<file path="config.mk">
export PLATFORM = sky130hd
export DESIGN_NAME = wb_stage
export DESIGN_NICKNAME = d
export VERILOG_FILES = /design/src/rtl/wb_stage.sv
export SDC_FILE = /design/constraint.sdc
export NUM_CORES = 1
export LEC_CHECK = 0
export CAP_MARGIN = 20
export CORE_MARGIN = 2
export CORE_UTILIZATION = 40
export DETAILED_ROUTE_END_ITERATION = 16
export PLACE_DENSITY = 0.91
export SKIP_LAST_GASP = 1
export SYNTH_ARGS = -nofsm -noshare
export SYNTH_HDL_FRONTEND = slang
export SYNTH_SLANG_ARGS = --single-unit
</file>
<file path="constraint.sdc">
create_clock -name clk -period 2.65 [get_ports clk]
set_clock_uncertainty 0.2 [all_clocks]
set_input_delay 0.53 -clock clk [delete_from_list [all_inputs] [get_ports clk]]
set_output_delay 0.53 -clock clk [all_outputs]
set_load 0.01 [all_outputs]
</file>
<file path="src/rtl/wb_stage.sv">
// Writeback stage: selects register-file write data, resolves redirects, and squashes
// the wrong-path slots behind a taken redirect. All outputs are registered.
//
// state  | meaning
// RUN    | normal retirement; a taken branch/jump enters SQUASH
// SQUASH | wrong-path slots dropped for FLUSH_CYCLES cycles; flush held high
module wb_stage #(
    parameter int FLUSH_CYCLES = 3,
    parameter int RD_W         = 6,
    parameter int CNT_W        = 16
) (
    input  logic              clk,
    input  logic              rst,
    input  logic              valid_in,
    input  logic [31:0]       alu_in,
    input  logic [31:0]       data_mem_in,
    input  logic [31:0]       addr_in,
    input  logic [31:0]       pc_in,
    input  logic [RD_W-1:0]   rd_in,
    input  logic              n_in,
    input  logic              z_in,
    input  logic              reg_write_in,
    input  logic              memtoreg_in,
    input  logic              pctoreg_in,
    input  logic              branch_neg_in,
    input  logic              branch_z_in,
    input  logic              jump_in,
    input  logic              jump_mem_in,
    output logic              rf_we,
    output logic [RD_W-1:0]   rf_waddr,
    output logic [31:0]       rf_wdata,
    output logic              pc_redirect,
    output logic [31:0]       pc_target,
    output logic              flush,
    output logic [CNT_W-1:0]  retired_cnt,
    output logic [CNT_W-1:0]  squashed_cnt
);

    typedef enum logic {
        RUN    = 1'b0,
        SQUASH = 1'b1
    } state_t;

    state_t     state;
    logic [3:0] flush_cnt;

    logic        live;
    logic        taken;
    logic [31:0] wdata_sel;
    logic [31:0] target_sel;

    assign live  = valid_in && (state == RUN);
    // An unconditional jump makes the flag-qualified branch terms irrelevant.
    assign taken = live && (jump_in || jump_mem_in ||
                            (branch_neg_in && n_in) || (branch_z_in && z_in));

    assign wdata_sel  = pctoreg_in  ? pc_in       :
                        memtoreg_in ? data_mem_in : alu_in;
    assign target_sel = jump_mem_in ? data_mem_in : addr_in;

    always_ff @(posedge clk) begin
        if (rst) begin
            state        <= RUN;
            flush_cnt    <= '0;
            flush        <= 1'b0;
            rf_we        <= 1'b0;
            rf_waddr     <= '0;
            rf_wdata     <= '0;
            pc_redirect  <= 1'b0;
            pc_target    <= '0;
            retired_cnt  <= '0;
            squashed_cnt <= '0;
        end else begin
            rf_we       <= live && reg_write_in;
            rf_waddr    <= rd_in;
            rf_wdata    <= wdata_sel;
            pc_redirect <= taken;
            if (taken)
                pc_target <= target_sel;

            if (live && (retired_cnt != {CNT_W{1'b1}}))
                retired_cnt <= retired_cnt + CNT_W'(1);

            case (state)
                RUN: begin
                    if (taken) begin
                        state     <= SQUASH;
                        flush_cnt <= 4'(FLUSH_CYCLES);
                        flush     <= 1'b1;
                    end
                end
                SQUASH: begin
                    if (valid_in && (squashed_cnt != {CNT_W{1'b1}}))
                        squashed_cnt <= squashed_cnt + CNT_W'(1);
                    flush_cnt <= flush_cnt - 4'd1;
                    if (flush_cnt == 4'd1) begin
                        state <= RUN;
                        flush <= 1'b0;
                    end
                end
                default: begin
                    state <= RUN;
                    flush <= 1'b0;
                end
            endcase
        end
    end

endmodule
</file>
### Word-level counts from Yosys, hierarchy flattened

Index checks and enable logic that the tools add are counted.

* add/subtract/negate cells: 3
* divide/modulo/power cells: 0
* shifts and indexed selects: 0
* equality and inequality tests: 5
* $lt $le $gt $ge: 0
* reductions and logical operators: 12
* muxes and demuxes: 11
* multiply operators: 0
* bitwise logic cells: 1

Operator list (number)
* 2-to-1 mux 32 bit: 3
* adder 16 x 1 -> 16 bit, second input constant: 2
* != test 16 bit, second input constant: 2
* case mux 4 bit (2 select lines): 1
* logical AND 1 bit: 7
* equality test 4 x 1 -> 1 bit, second input constant: 1
* 2-to-1 mux 1 bit: 4
* 2-to-1 mux 4 bit: 1
* case mux 1 bit (2 select lines): 2
* AND reduction 2 bit: 2
* subtractor 4 x 1 -> 4 bit, second input constant: 1
* logical OR 1 bit: 3
* != test 2 x 1 -> 1 bit, second input constant: 1
* != test 2 bit, second input constant: 1
* inverter 1 bit: 1

* memory bits (read-only): 0
* flip-flop bits (word level): 110
* bits of input ports: 146
* word-level logic and storage cells: 42
* memories kept: 0
* latch bits: 0
* RAM bits: 0
* output and inout bits: 105

### Logic depth before layout (Yosys ltp)

* depth after elaboration: 6
* mapped depth: 7
* mapped depth without buffers: 6

### Worst setup path after synthesis

Ideal clock, no wire load.

* path type: input to register
* from: input jump_mem_in
* to: register pc_target[8]
* setup time: 134 ps
* stages on the path: 6
* buffers on the path: 3
* arrival: 1626 ps
* path slack: 690 ps
* data required time: 2316 ps
* cell sequence: clkbuf_1 -> a211oi_1 -> a21oi_1 -> buf_2 -> buf_2 -> a211oi_1

* cells in the longest elaborated chain, start to end: 4
* elaborated cells between the ends (all ways): 5
* those cells by class: 1 x mux; 4 x reduce/logical

Ends and longest elaborated chain
* start, declared: RTL line 28 `input logic jump_mem_in,`
* logical OR 1 bit (2 in a row): RTL line 54 `assign taken = live && (jump_in || jump_mem_in ||`
* logical OR 1 bit: RTL line 55 `(branch_neg_in && n_in) || (branch_z_in && z_in));`
* logical AND 1 bit: RTL line 54
* end signal, assigned: RTL line 79 `pc_target <= target_sel;`
* end, declared: RTL line 33 `output logic [31:0] pc_target,`

Parallel ways exist; a longest one is shown, timed or not.
A chain may end at the register's enable or synchronous reset.

### Worst setup path in the final report

* from: register retired_cnt[8]
* to: register retired_cnt[7]

* cells in the longest elaborated chain, start to end: 2

Ends and longest elaborated chain
* start, declared: RTL line 35 `output logic [CNT_W-1:0] retired_cnt,`
* start signal, assigned: RTL line 82 `retired_cnt <= retired_cnt + CNT_W'(1);`
* != test 16 bit: RTL line 81 `if (live && (retired_cnt != {CNT_W{1'b1}}))`
* logical AND 1 bit: RTL line 81

Every way passes these cells.

==> metrics.md <==
| Metric | Value |
|---|---|
| Layout cell share with drive strength beyond 1 | 4.95% |
| Worst-case vdd ir drop | 0.302 mV |
| Synth Register Bits | 110 |
| Initial antenna violation count | 0 |
| Starting Density | 41.3% |
| FILL cells | just under 1k |
| Number of placement rows | 40 |
| CTS buffer count | 9 |
| Clk pwr share | 35.9% |
| WP buf/inv | 0 |
| EDFF count, synth | 0 |
| Hold-fix buffer count after cts | 0 |
| First-pass DRT Iterations | 4 |
| Fin. Hold Viols | 0 |
| Largest net degree at the start of global routing | 44 |
| Post-CTS Setup Bufs | 0 |
| Yosys warns | 0 |
| Met2 routed WL | 7980 um |
| Max-cap viol count | 0 |
| Crit path capture type | flip-flop |
| Final setup fails | 0 |
| I/O Buffers | 250 |
| Core area | 12100 um2 |
| Worst path depth | 4 |
| First-pass GRT wire length | between 20000 and 25000 um |
| Worst path cell trace | nand4_1 > nor4_2 > or4b_1 > mux2_1 |
| Switch share | 24.8% |
| Clk_lat worst skew | 0.34 ns |
| Syn nets | between 700 and 800 |
| Clock root buffer | clkbuf_16 |
| Num Clock Sinks | 110 |
| Main synth FF type | dfxtp_1 |
| Cts repair resizes | 0 |
| Sw Pwr | 1.02 mW |
| Worst path top cell family by delay | simple AND/OR/NAND/NOR gates |
| Maximum net fanout on the critical path | 8 |
| Met3 WL | 1040 um |
| Avg Inst Size Synth | between 8 and 9 um2 |
| Htree depth | 3 |
| Critical Path Source Type | flip-flop |
| Internal cell power | 3.10 mW |
| DRC Markers | 0 |
| Req. time, crit path | 2.68 ns |
| Vias | 5060 |
| Tmin final | 2.27 ns |
| Die area | 13400 um2 |
| Yosys top cell area share | 44.2% |
| Commonest cells after routing, fill and taps aside | clkdlybuf4s50_1, nor2_1, dfxtp_1 |
| Crit Path Category | flip-flop to flip-flop |
| Hold Crit Depth | 1 |
| Critical Path Max Stage Delay | between 0.6 and 0.7 ns |
| Status | finished clean |
| Part of the Yosys area used for sequential elements | between 40 and 50% |
| DR top layer | met4 |
| Cell taking the most area after synthesis | dfxtp_1 |
| RSZ-0062 raised after global routing | no |
| Commonest non-fill, non-tap cell in the layout | clkdlybuf4s50_1 |
| TNS Setup | 0 ns |
| Final worst-path cycle share | between 80% and 90% |
| Nets | between 900 and 1k |
| Area grow syn2layout | 61.1% |
| ANT nets after route | 0 |
| M1 wire length | 5740 um |
| DPL Wire Length | 11600 um |
| Critical path arrival | 2.30 ns |
| Slew @ Worst Pin | between 0.7 and 0.8 ns |
| Post-synth cell types | 41 |
| Chip height | 116 um |
| Diodes inserted | 0 |
| GPL Wtd Cong | 0.815 |
| DR iter-0 viols | 300 |
| Comb power frac | 20.3% |
| Leakage power | between 3 and 4 nW |
| Vias in the first global route | approximately 4.7k |
| Clk slew on worst S/H paths | approximately 0.070 ns |
| Longest Clk Path Bufs | 2 |
| CTS tree | done |
| CP max-delay cell | nor4_2 |
| Synth async-reset ratio | 0% |
| Max Freq | 441 MHz |
| Register share of total power | 43.8% |
| Power Density | approximately 500 nW/um2 |
| Max_slew headroom | 52.6% |
| GRT overflow | 0 |
| Total GRT Usage | 22.6% |
| Largest cells by area after synthesis | dfxtp_1, mux2i_1, nor2_1, a21oi_1, a211oi_1 |
| Syn Inst Count | 565 |
| Final core utilization | 66.6% |
| Reg2reg path depth | 4 |
| Via-per-instance ratio | 5.18 |
| Post-Route WL | 15300 um |
| Max-slew violations | 0 |
| Synth Cell Area | about 5000 um2 |
| Io pins | 251 |
| Worst Hold Class | flip-flop to flip-flop |
| Routed len/inst | 15.7 um |
| Die width | between 100 and 150 um |
metrics by stage:
stage	setup slack [ns]	power (mW)	area, um2	hold slack [ns]	std cells
final	0.382	4.13	8030	0.284	976
after global routing	0.284	4.28	8030	0.314	976
after CTS	0.413	4.16	8030	0.286	976
after detailed placement	0.138	2.68	7690	0.274	960
after global placement	0.143	2.66	7690	0.263	960
after floorplan	0.690	2.18	4980	0.249	565
cell usage after synthesis, types with 5 or more instances:
master,n
o31ai_1,8
dfxtp_1,110
nand2_1,18
or3_1,10
a211oi_1,34
or4_1,9
nor2b_1,12
inv_1,7
buf_1,8
nand4_1,10
mux2i_1,67
o21ai_0,10
buf_2,5
mux2_1,6
a21oi_1,56
nand3_1,11
nor2_1,110
nor3_1,5
clkbuf_1,23
per-layer routing:
| metal | GRT usage [%] | vias to the layer above |
|---|---|---|
| li1 | - | 2518 |
| met1 | 25.4 | 2295 |
| met5 | 0 | - |
| met4 | 11.4 | 0 |
| met2 | 40.2 | 207 |
| met3 | 5.02 | 40 |
cell families (layout without fill, tap and decap cells):
logic type,after synthesis,after routing,share of synthesized area [%]
flops,110,110,44.2
fa+ha+maj,4,4,1.00
simple gates,213,213,21.4
buf+inv,44,287,3.44
compound gates,121,121,15.1
mux,73,73,14.8
final cells by class:
| cell class | count | area (um2) | share of cell area, % |
|---|---|---|---|
| repair buffers | 263 | 2630 | 32.8 |
| clock inverters | 6 | 93.8 | 1.17 |
| flip-flops and latches | 110 | 2200 | 27.4 |
| clock buffers | 10 | 239 | 2.98 |
| multi-input cells | 411 | 2620 | 32.6 |
| inverters | 8 | 30.0 | 0.374 |
| well taps | 168 | 210 | 2.62 |
registers in the layout, indices dropped and copies added (netlist names), 4 cells and up:
signal,cells
retired_cnt,16
squashed_cnt,16
rf_wdata,32
pc_target,32
flush_cnt,4
rf_waddr,6
path summary, 6_finish.rpt:
path	start	to	slack, ns
worst max register to register	retired_cnt[8]	retired_cnt[7]	0.38
worst min-delay path	flush_cnt[3]	flush_cnt[3]	0.28
worst min register to register	flush_cnt[3]	flush_cnt[3]	0.28
worst max-delay path	retired_cnt[8]	retired_cnt[7]	0.38
power by group through the flow:
stage	sequential, mW	clock [mW]	combinational (mW)
floorplan	1.88	0	0.293
global placement	1.84	0	0.822
detailed placement	1.85	0	0.834
CTS	1.81	1.51	0.842
global route	1.82	1.57	0.898
finish	1.81	1.48	0.835
No activity file was read; power rests on OpenSTA's default activity.
